===== config.mk =====
export PLATFORM = sky130hd
export DESIGN_NAME = pc_gen
export DESIGN_NICKNAME = d
export VERILOG_FILES = /design/src/rtl/pc_gen_pkg.sv /design/src/rtl/pc_gen_irq_sync.sv /design/src/rtl/pc_gen.sv
export SDC_FILE = /design/constraint.sdc
export NUM_CORES = 1
export LEC_CHECK = 0
export BUFFER_PORTS_ARGS = -buffer_cell sky130_fd_sc_hd__buf_2
export CAP_MARGIN = 20
export CORE_MARGIN = 2
export CORE_UTILIZATION = 56
export DETAILED_ROUTE_END_ITERATION = 8
export PLACE_DENSITY_LB_ADDON = 0.1
export SLEW_MARGIN = 20
export SYNTH_ARGS = -nofsm -noshare
export SYNTH_HDL_FRONTEND = slang
export SYNTH_SLANG_ARGS = --single-unit

===== constraint.sdc =====
create_clock -name clock -period 6.97 [get_ports clock]
set_input_delay 1.0455 -clock clock [delete_from_list [all_inputs] [get_ports clock]]
set_output_delay 1.0455 -clock clock [all_outputs]
set_load 0.02 [all_outputs]

===== src/rtl/pc_gen_pkg.sv =====
// Shared constants for the fetch-stage program-counter generator.
// Holds the pcsel codes, default vector addresses and the boot/run state type.
package pc_gen_pkg;

    localparam int unsigned ID_W  = 16;
    localparam int unsigned SEL_W = 3;

    localparam logic [SEL_W-1:0] PCSEL_INC   = 3'd0;
    localparam logic [SEL_W-1:0] PCSEL_BR    = 3'd1;
    localparam logic [SEL_W-1:0] PCSEL_JMP   = 3'd2;
    localparam logic [SEL_W-1:0] PCSEL_ILLOP = 3'd3;
    localparam logic [SEL_W-1:0] PCSEL_XADR  = 3'd4;

    localparam logic [31:0] DEF_RESET_ADDR = 32'h8000_0000;
    localparam logic [31:0] DEF_ILLOP_ADDR = 32'h8000_0004;
    localparam logic [31:0] DEF_XADR_ADDR  = 32'h8000_0008;

    typedef enum logic {
        ST_BOOT = 1'b0,
        ST_RUN  = 1'b1
    } state_e;

endpackage


===== src/rtl/pc_gen_irq_sync.sv =====
// Multi-flop synchroniser bringing the asynchronous irq level into the clock domain.
module pc_gen_irq_sync #(
    parameter int unsigned SYNC_STAGES = 2
) (
    input  logic clock,
    input  logic reset,
    input  logic irq,
    output logic irq_sync
);

    logic [SYNC_STAGES-1:0] r_chain;

    always_ff @(posedge clock or posedge reset) begin
        if (reset) begin
            r_chain <= '0;
        end else begin
            r_chain <= {r_chain[SYNC_STAGES-2:0], irq};
        end
    end

    assign irq_sync = r_chain[SYNC_STAGES-1];

endmodule


===== src/rtl/pc_gen.sv =====
// Program-counter generator for the fetch stage: boot hold, stall, branch/jump/trap
// redirects and a latched external interrupt that is masked while in supervisor mode.
module pc_gen
    import pc_gen_pkg::*;
#(
    parameter int unsigned      WIDTH       = 32,
    parameter logic [WIDTH-1:0] RESET_ADDR  = WIDTH'(DEF_RESET_ADDR),
    parameter logic [WIDTH-1:0] ILLOP_ADDR  = WIDTH'(DEF_ILLOP_ADDR),
    parameter logic [WIDTH-1:0] XADR_ADDR   = WIDTH'(DEF_XADR_ADDR),
    parameter int unsigned      BOOT_CYCLES = 2,
    parameter int unsigned      SYNC_STAGES = 2
) (
    input  logic             clock,
    input  logic             reset,
    input  logic             stall,
    input  logic [SEL_W-1:0] pcsel,
    input  logic [ID_W-1:0]  id,
    input  logic [WIDTH-1:0] jt,
    input  logic             irq,
    output logic [WIDTH-1:0] pc,
    output logic [WIDTH-1:0] pc_inc,
    output logic [WIDTH-1:0] pc_offset,
    output logic             supervisor,
    output logic             fetch_valid,
    output logic             irq_taken
);

    localparam int unsigned      LOW_W     = WIDTH - 1;
    localparam int unsigned      CNT_W     = (BOOT_CYCLES > 1) ? $clog2(BOOT_CYCLES) : 1;
    localparam logic [CNT_W-1:0] BOOT_LAST = CNT_W'((BOOT_CYCLES > 0) ? BOOT_CYCLES - 1 : 0);
    localparam state_e           ST_INIT   = (BOOT_CYCLES == 0) ? ST_RUN : ST_BOOT;

    state_e           r_state;
    logic [CNT_W-1:0] r_boot_cnt;
    logic [WIDTH-1:0] r_pc;
    logic             r_pending;
    logic             r_irq_taken;

    logic             w_irq_sync;
    logic             w_take;
    logic [LOW_W-1:0] w_low_inc;
    logic [LOW_W-1:0] w_sext;
    logic [LOW_W-1:0] w_low_off;
    logic [WIDTH-1:0] w_pc_jmp;
    logic [WIDTH-1:0] w_pc_next;
    logic             w_unused_jt;

    pc_gen_irq_sync #(
        .SYNC_STAGES(SYNC_STAGES)
    ) u_irq_sync (
        .clock   (clock),
        .reset   (reset),
        .irq     (irq),
        .irq_sync(w_irq_sync)
    );

    // Low field wraps on its own; the supervisor bit is never carried into.
    assign w_low_inc = r_pc[WIDTH-2:0] + LOW_W'(4);
    assign w_sext    = {{(WIDTH-17){id[ID_W-1]}}, id, 2'b00};
    assign w_low_off = w_low_inc + w_sext;
    assign w_pc_jmp  = {r_pc[WIDTH-1] & jt[WIDTH-1], jt[WIDTH-2:2], 2'b00};
    assign w_unused_jt = ^jt[1:0];

    assign w_take = (r_state == ST_RUN) && !stall && r_pending && !r_pc[WIDTH-1];

    always_comb begin
        w_pc_next = {r_pc[WIDTH-1], w_low_inc};
        if (w_take) begin
            w_pc_next = XADR_ADDR;
        end else begin
            case (pcsel)
                PCSEL_XADR:  w_pc_next = XADR_ADDR;
                PCSEL_ILLOP: w_pc_next = ILLOP_ADDR;
                PCSEL_JMP:   w_pc_next = w_pc_jmp;
                PCSEL_BR:    w_pc_next = {r_pc[WIDTH-1], w_low_off};
                PCSEL_INC:   w_pc_next = {r_pc[WIDTH-1], w_low_inc};
                default:     w_pc_next = {r_pc[WIDTH-1], w_low_inc};
            endcase
        end
    end

    // Pending keeps latching during boot, stall and supervisor mode; only a take clears it.
    always_ff @(posedge clock or posedge reset) begin
        if (reset) begin
            r_state     <= ST_INIT;
            r_boot_cnt  <= '0;
            r_pc        <= RESET_ADDR;
            r_pending   <= 1'b0;
            r_irq_taken <= 1'b0;
        end else begin
            r_irq_taken <= 1'b0;
            if (w_take) begin
                r_pending <= 1'b0;
            end else if (w_irq_sync) begin
                r_pending <= 1'b1;
            end
            if (r_state == ST_BOOT) begin
                if (r_boot_cnt == BOOT_LAST) begin
                    r_state <= ST_RUN;
                end else begin
                    r_boot_cnt <= r_boot_cnt + CNT_W'(1);
                end
            end else if (!stall) begin
                r_pc        <= w_pc_next;
                r_irq_taken <= w_take;
            end
        end
    end

    assign pc          = r_pc;
    assign pc_inc      = {r_pc[WIDTH-1], w_low_inc};
    assign pc_offset   = {r_pc[WIDTH-1], w_low_off};
    assign supervisor  = r_pc[WIDTH-1];
    assign fetch_valid = (r_state == ST_RUN);
    assign irq_taken   = r_irq_taken;

endmodule

**After elaboration in Yosys (flattened, before gate mapping)**

Index checks and enable logic that the tools add are counted.

- Bits in registers: 38
- Input bits: 55
- Output and inout port bits: 99

- Add/subtract/negate cells: 3
- Equality and inequality tests: 5
- Muxes and demuxes: 9
- Bitwise gates (word level): 2
- Reduce and logical (&&, ||, !) cells: 9

Operators by type and width:

| cell | number |
|---|---|
| one-hot mux 32 bit (4 select lines) | 1 |
| 2-to-1 mux 32 bit | 1 |
| adder 31 x 3 -> 31 bit (second input constant) | 1 |
| adder 31 bit | 1 |
| 2-to-1 mux 1 bit | 7 |
| equality test 3 x 2 -> 1 bit (second input constant) | 2 |
| AND reduction 4 bit | 1 |
| nonzero test 4 bit | 1 |
| equality test 3 x 1 -> 1 bit (second input constant) | 1 |
| equality test 3 bit (second input constant) | 1 |
| logical AND 1 bit | 3 |
| zero test 1 bit | 2 |
| inequality test 2 bit (second input constant) | 1 |
| AND reduction 2 bit | 1 |
| nonzero test 2 bit | 1 |
| adder 1 bit (second input constant) | 1 |
| AND 1 bit | 1 |
| inverter 1 bit | 1 |

**Longest topological paths before layout**

Gate-level depths: netlist of the first run.

- Word-level depth: 6
- Mapped depth: 16
- Gate-level depth less buffers: 15

**Hierarchy**

Synthesis of the first run repeated with hierarchy kept, for this count alone.

- Cells, all modules: 637
- Area, all modules: 4755.8 um^2

By module, submodules not included:

| module | times used | cells each | area each (um^2) | seq. area each (um^2) |
|---|---|---|---|---|
| pc_gen | 1 | 634 | 4702.0 | 852.1 |
| pc_gen_irq_sync | 1 | 3 | 53.8 | 50.0 |

**Worst setup path after synthesis of the first run**

Ideal clock, no wire load.

- Kind: register to output
- Start point: reg r_pc[9], in the netlist pc[9]
- End point: out pc_offset[28]
- Arrival: 3.857 ns
- Data required time: 5.924 ns
- Slack: 2.068 ns
- Cell stages (with the launch flop): 16
- Path buffers: 2
- Cells stage by stage: dfrtp_1 > buf_4 > nand3_2 > nor4_4 > and2_1 > buf_2 > nand3_1 > xnor2_1 > ha_1 > a21o_1 > o21bai_1 > a21oi_1 > o21bai_1 > a221oi_1 > nand2_1 > xor2_1

- Word-level cells in the longest chain between the ends: 2

Ends and longest elaborated chain:

| what | line | RTL |
|---|---|---|
| start, declared | pc_gen.sv:35 | `logic [WIDTH-1:0] r_pc;` |
| start signal, assigned | pc_gen.sv:104 | `r_pc <= w_pc_next;` |
| adder 31 x 3 -> 31 bit | pc_gen.sv:58 | `assign w_low_inc = r_pc[WIDTH-2:0] + LOW_W'(4);` |
| via pc_inc[23] | pc_gen.sv:21 | `output logic [WIDTH-1:0] pc_inc,` |
| adder 31 bit | pc_gen.sv:60 | `assign w_low_off = w_low_inc + w_sext;` |
| end, declared | pc_gen.sv:22 | `output logic [WIDTH-1:0] pc_offset,` |

The timed path passes the listed nets, and every way through them passes these cells.

**Final worst setup path of the first run**

- Start point: reg r_pc[9], in the netlist pc[9]
- End point: out pc_offset[28]

- Word-level cells in the longest chain between the ends: 2

Ends and longest elaborated chain:

| what | line |
|---|---|
| adder 31 x 3 -> 31 bit | pc_gen.sv:58 |
| adder 31 bit | pc_gen.sv:60 |

No other way between the ends.

==> results of run 1 <==
[sequential cells by signal, summed over array words and instances (netlist names)]
signal,flops
pc,30
r_boot_cnt,1
u_irq_sync.r_chain,2
fetch_valid,1
irq_taken,1
r_pending,1
[worst paths after layout]
check	cells after the start	from	end	slack (ps)
setup / recovery	14	pc[9]	pc_offset[28]	1590
setup reg to reg	14	pc[2]	pc[25]	2850
hold / removal	0	u_irq_sync.r_chain[0]	u_irq_sync.r_chain[1]	360
min in group asynchronous	3	reset	irq_taken	860
hold reg to reg	0	u_irq_sync.r_chain[0]	u_irq_sync.r_chain[1]	360
max in group asynchronous	3	reset	pc[31]	5750
[power groups by stage]
stage | combinational (mW) | clock [mW] | sequential (mW)
2_1_floorplan | 0.997 | 0 | 0.394
3_3_place_gp | 1.44 | 0 | 0.348
3_5_place_dp | 1.46 | 0 | 0.351
4_1_cts | 1.47 | 0.191 | 0.347
5_1_grt | 1.59 | 0.202 | 0.362
6_report | 1.48 | 0.194 | 0.350
[kinds of logic (layout without fill, tap and decap cells)]
logic type	count (synthesis)	after routing	share of synthesized area, %
compound gates	196	196	30.2
xor+xnor	57	57	11.3
fa+ha+maj	35	35	9.90
buf+inv	67	185	6.48
flops	36	36	20.0
other cells	1	6	0.0833
simple gates	196	196	22.0
[stage by stage]
step	instance area (um2)	hold slack, ps	total power [mW]	utilization [%]	setup slack [ps]
after CTS	5320	362	2.01	68.5	1660
after floorplan	4520	331	1.39	-	2070
after detailed placement	5210	343	1.81	67.1	2010
final	5320	359	2.03	68.5	1590
after global placement	5210	337	1.79	67.1	2070
after global routing	5320	369	2.16	68.5	1300
[placed cells by master (no fill, tap or decap), types with 9 or more instances in the layout]
master	count
ha_1	34
a21o_1	18
dfrtp_1	35
xnor2_1	35
xor2_1	21
nand2_1	78
nor2_1	33
nand4_1	9
buf_2	145
a21oi_1	49
inv_1	29
nand3_1	21
o21ai_0	54
[final cells by class]
class | count | area (um2) | share of cell area [%]
clock buffer | 5 | 68.8 | 1.29
multi-input combinational | 490 | 3330 | 62.5
inverter | 29 | 109 | 2.04
tap | 102 | 128 | 2.40
clock inverter | 3 | 42.5 | 0.799
timing repair buffer | 148 | 748 | 14.1
sequential | 36 | 902 | 16.9
[routing by layer]
layer	vias to the layer above	wire, um	global-route usage [%]
met3	25	1480	4.03
met4	0	260	7.13
met1	2382	6210	46.9
li1	2358	-	-
met2	269	6830	55.6
met5	-	0	0
==> key figures, run 1 <==
Die
  • Width of the die: 93.6 um
  • Die H: 93.6 um
  • IO Pins: 154
  • Starting density of the core: 57.9%
  • Die area: 8770 um2
  • Core Rows: 32
  • Core area: 7770 um2

Yosys
  • Yosys warning count: 0
  • Sequential fraction of the synthesis area: 20.0%
  • Synth cell count leaders: nand2_1 (78), o21ai_0 (54), a21oi_1 (49)
  • Synth Register Bits: 36
  • Synth top area share: 19.5%
  • Post-Syn Instances: 588
  • Synth top area cells: dfrtp_1 (19%), ha_1 (9.5%), xnor2_1 (6.8%), nand2_1 (6.5%), o21ai_0 (6.0%)
  • Average size of a mapped cell: 7.65 um2
  • Cell area after synthesis: 4500 um2
  • Synth cell types: 78
  • Post-synth top area cell: dfrtp_1
  • Post-synth EDFFs: 0
  • Ys async rst share: 100%
  • Count leader, synth: nand2_1
  • Synth Flop Type: dfrtp_1

Global routing
  • Global-route wire length before repair: 23300 um
  • Global route total overflow: 0
  • Total track usage: 33.5%
  • Vias in the first global route: 4599
  • Largest net degree at the start of global routing: 37
  • Initial antenna violation count: 0

Routing
  • Avg Vias per Cell: 6.19
  • Post-detailed-route count of antenna-violating nets: 0
  • Final wirelength: 14800 um
  • Drt first pass iters: 5
  • # DRC: 0
  • DR WL/cell: 18.2 um
  • Initial DRC Count: 416
  • Vias: 5034

CTS
  • TritonCTS clock tree: built
  • Worst-Skew Late Latency: 300 ps
  • TritonCTS Buffers: 5
  • Clock Tree Root: clkbuf_8
  • Cts hold-fix bufs: 0
  • H-tree depth: 2
  • Maximum clock insertion buffer count: 2
  • Worst-path clk slew: 80 ps
  • Post-CTS Resized: 0
  • Sink Count: 36
  • Post-CTS setup buffer count: 0

Setup path
  • Required @ worst endpoint: 5920 ps
  • Setup CP Type: reg2out
  • Most frequent cell on the critical path: o21bai_1
  • Critical path arrival: 4330 ps
  • Startpoint Class: flop
  • Crit end category: output pin
  • CP peak stage delay: 520 ps
  • Crit Path Max Fanout: 8
  • Worst-path cell chain: nand3_2, nor4_4, and2_1, nand3_1, xnor2_1, ha_1, a21o_1, o21bai_1, a21oi_1, o21bai_1, a221oi_1, nand2_1, xor2_1, buf_2
  • WP buf/inv: 1
  • Crit-path slowest cell: dfrtp_1
  • Worst path top cell family by delay: simple AND/OR/NAND/NOR gates

Place
  • Placed cell count: 805
  • HPWL after DPL: 10900 um
  • Port buffer count: 145
  • Final Wtd Congestion: 0.995

Cells and area
  • Fraction of layout cells with a size suffix above 1: 25.5%
  • Post-layout nets: 800
  • Fill cells: 723
  • Inserted Diodes: 0
  • Post-Layout Cell Count: 813
  • Synthesis-to-finish area growth: 18.3%

Worst hold path
  • Worst min path class: reg2reg

Timing
  • Setup violators final: 0
  • Slew @ Worst Pin: 1140 ps
  • RSZ-0062 raised after global routing: false
  • Worst Skew: 8.46 ps
  • Min cycle time layout: 5380 ps
  • Slew Limit Fails: 0
  • Setup tns final: 0 ps
  • Slew HR: 24.0%
  • Fin crit share: 77.2%
  • FMAX: 186 MHz
  • Hold Vio Cnt, Final: 0

Power and ir drop
  • Switching share of total power: 56.3%
  • Flop pwr share: 17.3%
  • Power share of the clock group: 9.6%
  • Leakage: 2.66 nW
  • Logic pwr share: 73.2%
  • Pint: 885 uW
  • Net Sw Power: 1.14 mW
  • Power Dens Cells: 381 nW/um2
  • Peak supply drop: 0.183 mV

Run
  • Max_cap viols: 0

Run status
  • Status: complete, no violations
Note: power is estimated with default switching activity, not from simulation.
==> run 2: changes to the inputs <==
--- a/config.mk
+++ b/config.mk
@@ -5,10 +5,11 @@
 export SDC_FILE = /design/constraint.sdc
 export NUM_CORES = 1
 export LEC_CHECK = 0
+export ABC_AREA = 1
 export BUFFER_PORTS_ARGS = -buffer_cell sky130_fd_sc_hd__buf_2
 export CAP_MARGIN = 20
 export CORE_MARGIN = 2
-export CORE_UTILIZATION = 56
+export CORE_UTILIZATION = 49
 export DETAILED_ROUTE_END_ITERATION = 8
 export PLACE_DENSITY_LB_ADDON = 0.1
 export SLEW_MARGIN = 20
==> constraint.sdc (replaced) <==
create_clock -name clock -period 4.4 [get_ports clock]
set_input_delay 0.66 -clock clock [delete_from_list [all_inputs] [get_ports clock]]
set_output_delay 0.66 -clock clock [all_outputs]
set_load 0.02 [all_outputs]
==> run 2 against run 1 <==
Compared with the run above: synthesized cell count is 52% higher; highest routed layer unchanged; largest power group unchanged; combinational power up 18%; worst setup slack got worse by 1300 ps; via count increased by 18%; sequential power increased by 36%; core utilization fell by 9.0 points; sequential cell count stayed put; sequential share of layout area down 2.1 points; global-route usage down 3.0 points; power increased by 21%.
==> key figures, run 2 <==
Run status
  • Status: complete, no violations

Place
  • Port buffer count: 145
  • DP Area: 5930 um2
  • HPWL after DPL: 14500 um
  • Final Wtd Congestion: 0.999

Global routing
  • Largest net degree at the start of global routing: 41
  • Vias in the first global route: 5407
  • Initial antenna violation count: 1
  • Global route total overflow: 0
  • Total track usage: 30.5%
  • Global-route wire length before repair: 27100 um

Die
  • Width of the die: 106 um
  • Die area: 11300 um2
  • Core area: 10200 um2
  • IO Pins: 154
  • Die H: 106 um
  • Core Rows: 37
  • Starting density of the core: 50.1%

Yosys
  • Average size of a mapped cell: 5.73 um2
  • Post-Syn Instances: 895
  • Synth top area cells: nand2_1 (25%), dfrtp_1 (17%), inv_1 (9.3%), ha_1 (8.3%), nand3_1 (7.3%)
  • Synth Flop Type: dfrtp_1
  • Synth cell types: 45
  • Count leader, synth: nand2_1
  • Post-synth EDFFs: 0
  • Cell area after synthesis: 5130 um2
  • Yosys warning count: 0
  • Post-synth top area cell: nand2_1
  • Synth top area share: 24.8%
  • Sequential fraction of the synthesis area: 17.6%
  • Synth cell count leaders: nand2_1 (339), inv_1 (127), nand3_1 (75)
  • Synth Register Bits: 36
  • Ys async rst share: 100%

Setup path
  • Setup CP Type: reg2out
  • Crit end category: output pin
  • Startpoint Class: flop
  • Critical path arrival: 3470 ps
  • Required @ worst endpoint: 3740 ps
  • Crit Path Max Fanout: 5

Timing
  • Setup tns final: 0 ps
  • Hold Vio Cnt, Final: 0
  • Slew HR: 62.4%
  • Slew Limit Fails: 0
  • Worst Skew: 8.58 ps
  • Min cycle time layout: 4130 ps
  • RSZ-0062 raised after global routing: false
  • Slew @ Worst Pin: 564 ps
  • FMAX: 242 MHz
  • Setup violators final: 0
  • WHS: 358 ps
  • Fin crit share: 93.8%

Routing
  • Vias: 5920
  • # DRC: 0
  • DR WL/cell: 14.6 um
  • Avg Vias per Cell: 5.06
  • Drt first pass iters: 6
  • Post-detailed-route count of antenna-violating nets: 0
  • Final wirelength: 17100 um
  • Initial DRC Count: 492

Power and ir drop
  • PnR Total Power: 2.45 mW
  • Peak supply drop: 0.357 mV
  • Power Dens Cells: 403 nW/um2
  • Leakage: 3.54 nW

Cells and area
  • Fill cells: 1110
  • Fraction of layout cells with a size suffix above 1: 19.9%
  • Post-route cell area: 6090 um2
  • Max FFs per register: 30
  • Post-layout nets: 1123
  • Synthesis-to-finish area growth: 18.8%
  • Most frequent cells in the layout: nand2_1 (339), buf_2 (145), inv_1 (126)
  • Commonest non-fill, non-tap cell in the layout: nand2_1

Worst hold path
  • Worst min path class: reg2reg

CTS
  • TritonCTS clock tree: built
  • Maximum clock insertion buffer count: 2
  • H-tree depth: 2
  • Cts hold-fix bufs: 0
  • Clock Tree Root: clkbuf_8
  • Post-CTS Resized: 0
  • Post-CTS setup buffer count: 0
  • Worst-Skew Late Latency: 290 ps
  • TritonCTS Buffers: 5
  • Sink Count: 36
  • Worst-path clk slew: 80 ps

Run
  • Max_cap viols: 0
-- run 2: changes by cell type after synthesis, sizes merged, moves of 30 or more --
cell	before	now
o21ai	54	24
nand2	78	345
xnor2	36	3
nand3	23	79
nor2	33	78
inv	29	133
-- run 2: area by class of cell --
type	instances	area, um2	share of cell area, %
Clock buffer	5	68.8	1.13
Clock inverter	3	21.3	0.349
Timing Repair Buffer	151	771	12.7
Tap cell	136	170	2.79
Multi-Input combinational cell	705	3650	60.0
Sequential cell	36	902	14.8
Inverter	134	503	8.26
Antenna cell	1	2.50	0.0411
-- run 2: where the power goes --
group          leakage, nW  total, mW  internal (mW)  switching (mW)
Sequential           0.442      0.477          0.392          0.0851
Combinational         3.05       1.74          0.552            1.18
Clock               0.0445      0.239          0.112           0.127
-- run 2: worst paths after layout --
| kind | cells past startpoint | endpoint | start | slack, ps |
|---|---|---|---|---|
| setup / recovery | 19 | pc_offset[18] | pc[3] | 270 |
| hold / removal | 0 | u_irq_sync.r_chain[1] | u_irq_sync.r_chain[0] | 360 |
| setup reg to reg | 21 | pc[26] | pc[3] | 1070 |
| hold reg to reg | 0 | u_irq_sync.r_chain[1] | u_irq_sync.r_chain[0] | 360 |
| max in group asynchronous | 3 | pc[31] | reset | 3610 |
| min in group asynchronous | 3 | pc[28] | reset | 450 |
-- run 2: metal layers --
| layer | vias to the layer above | wire length [um] | GRT usage [%] |
|---|---|---|---|
| met5 | - | 0 | 0 |
| met4 | 0 | 327 | 7.33 |
| met3 | 25 | 1120 | 2.76 |
| met2 | 203 | 7500 | 48.4 |
| met1 | 2620 | 8120 | 44.6 |
| li1 | 3072 | - | - |
-- run 2: worst max-delay path, stage by stage, from the launching register on --
cell and delay, ps:
dfrtp_1 410, ha_1 200, nand2_1 100, nor2_4 130
inv_2 60, nor2_2 140, nand2_2 100, inv_2 120
nand2_1 80, nand2_1 160, ha_1 310, nand2_1 130
inv_1 60, a21oi_1 260, nand3_2 190, nand2_1 90
nand2_1 100, or2_1 230, and2_1 160, buf_2 160
-- run 2: cell families (layout without fill, tap and decap cells) --
family | count (synthesis) | after routing | synth area share [%]
buffers and inverters | 159 | 293 | 13.0
flip-flops | 36 | 36 | 17.6
AO/OA/AOI/OAI | 81 | 81 | 8.88
adder cells (fa/ha/maj) | 35 | 35 | 8.69
AND/OR/NAND/NOR | 553 | 553 | 46.7
other | 1 | 7 | 0.0731
XOR/XNOR | 30 | 30 | 5.12
-- run 2: per-stage QoR --
step / worst slack, ps / std cells / utilization [%]
finish: 273 / 1171 / 59.5
global route: 15.3 / 1171 / 59.5
CTS: 144 / 1170 / 58.8
detailed placement: 470 / 1162 / 57.9
global placement: 502 / 1162 / 57.9
floorplan: 773 / 900 / -
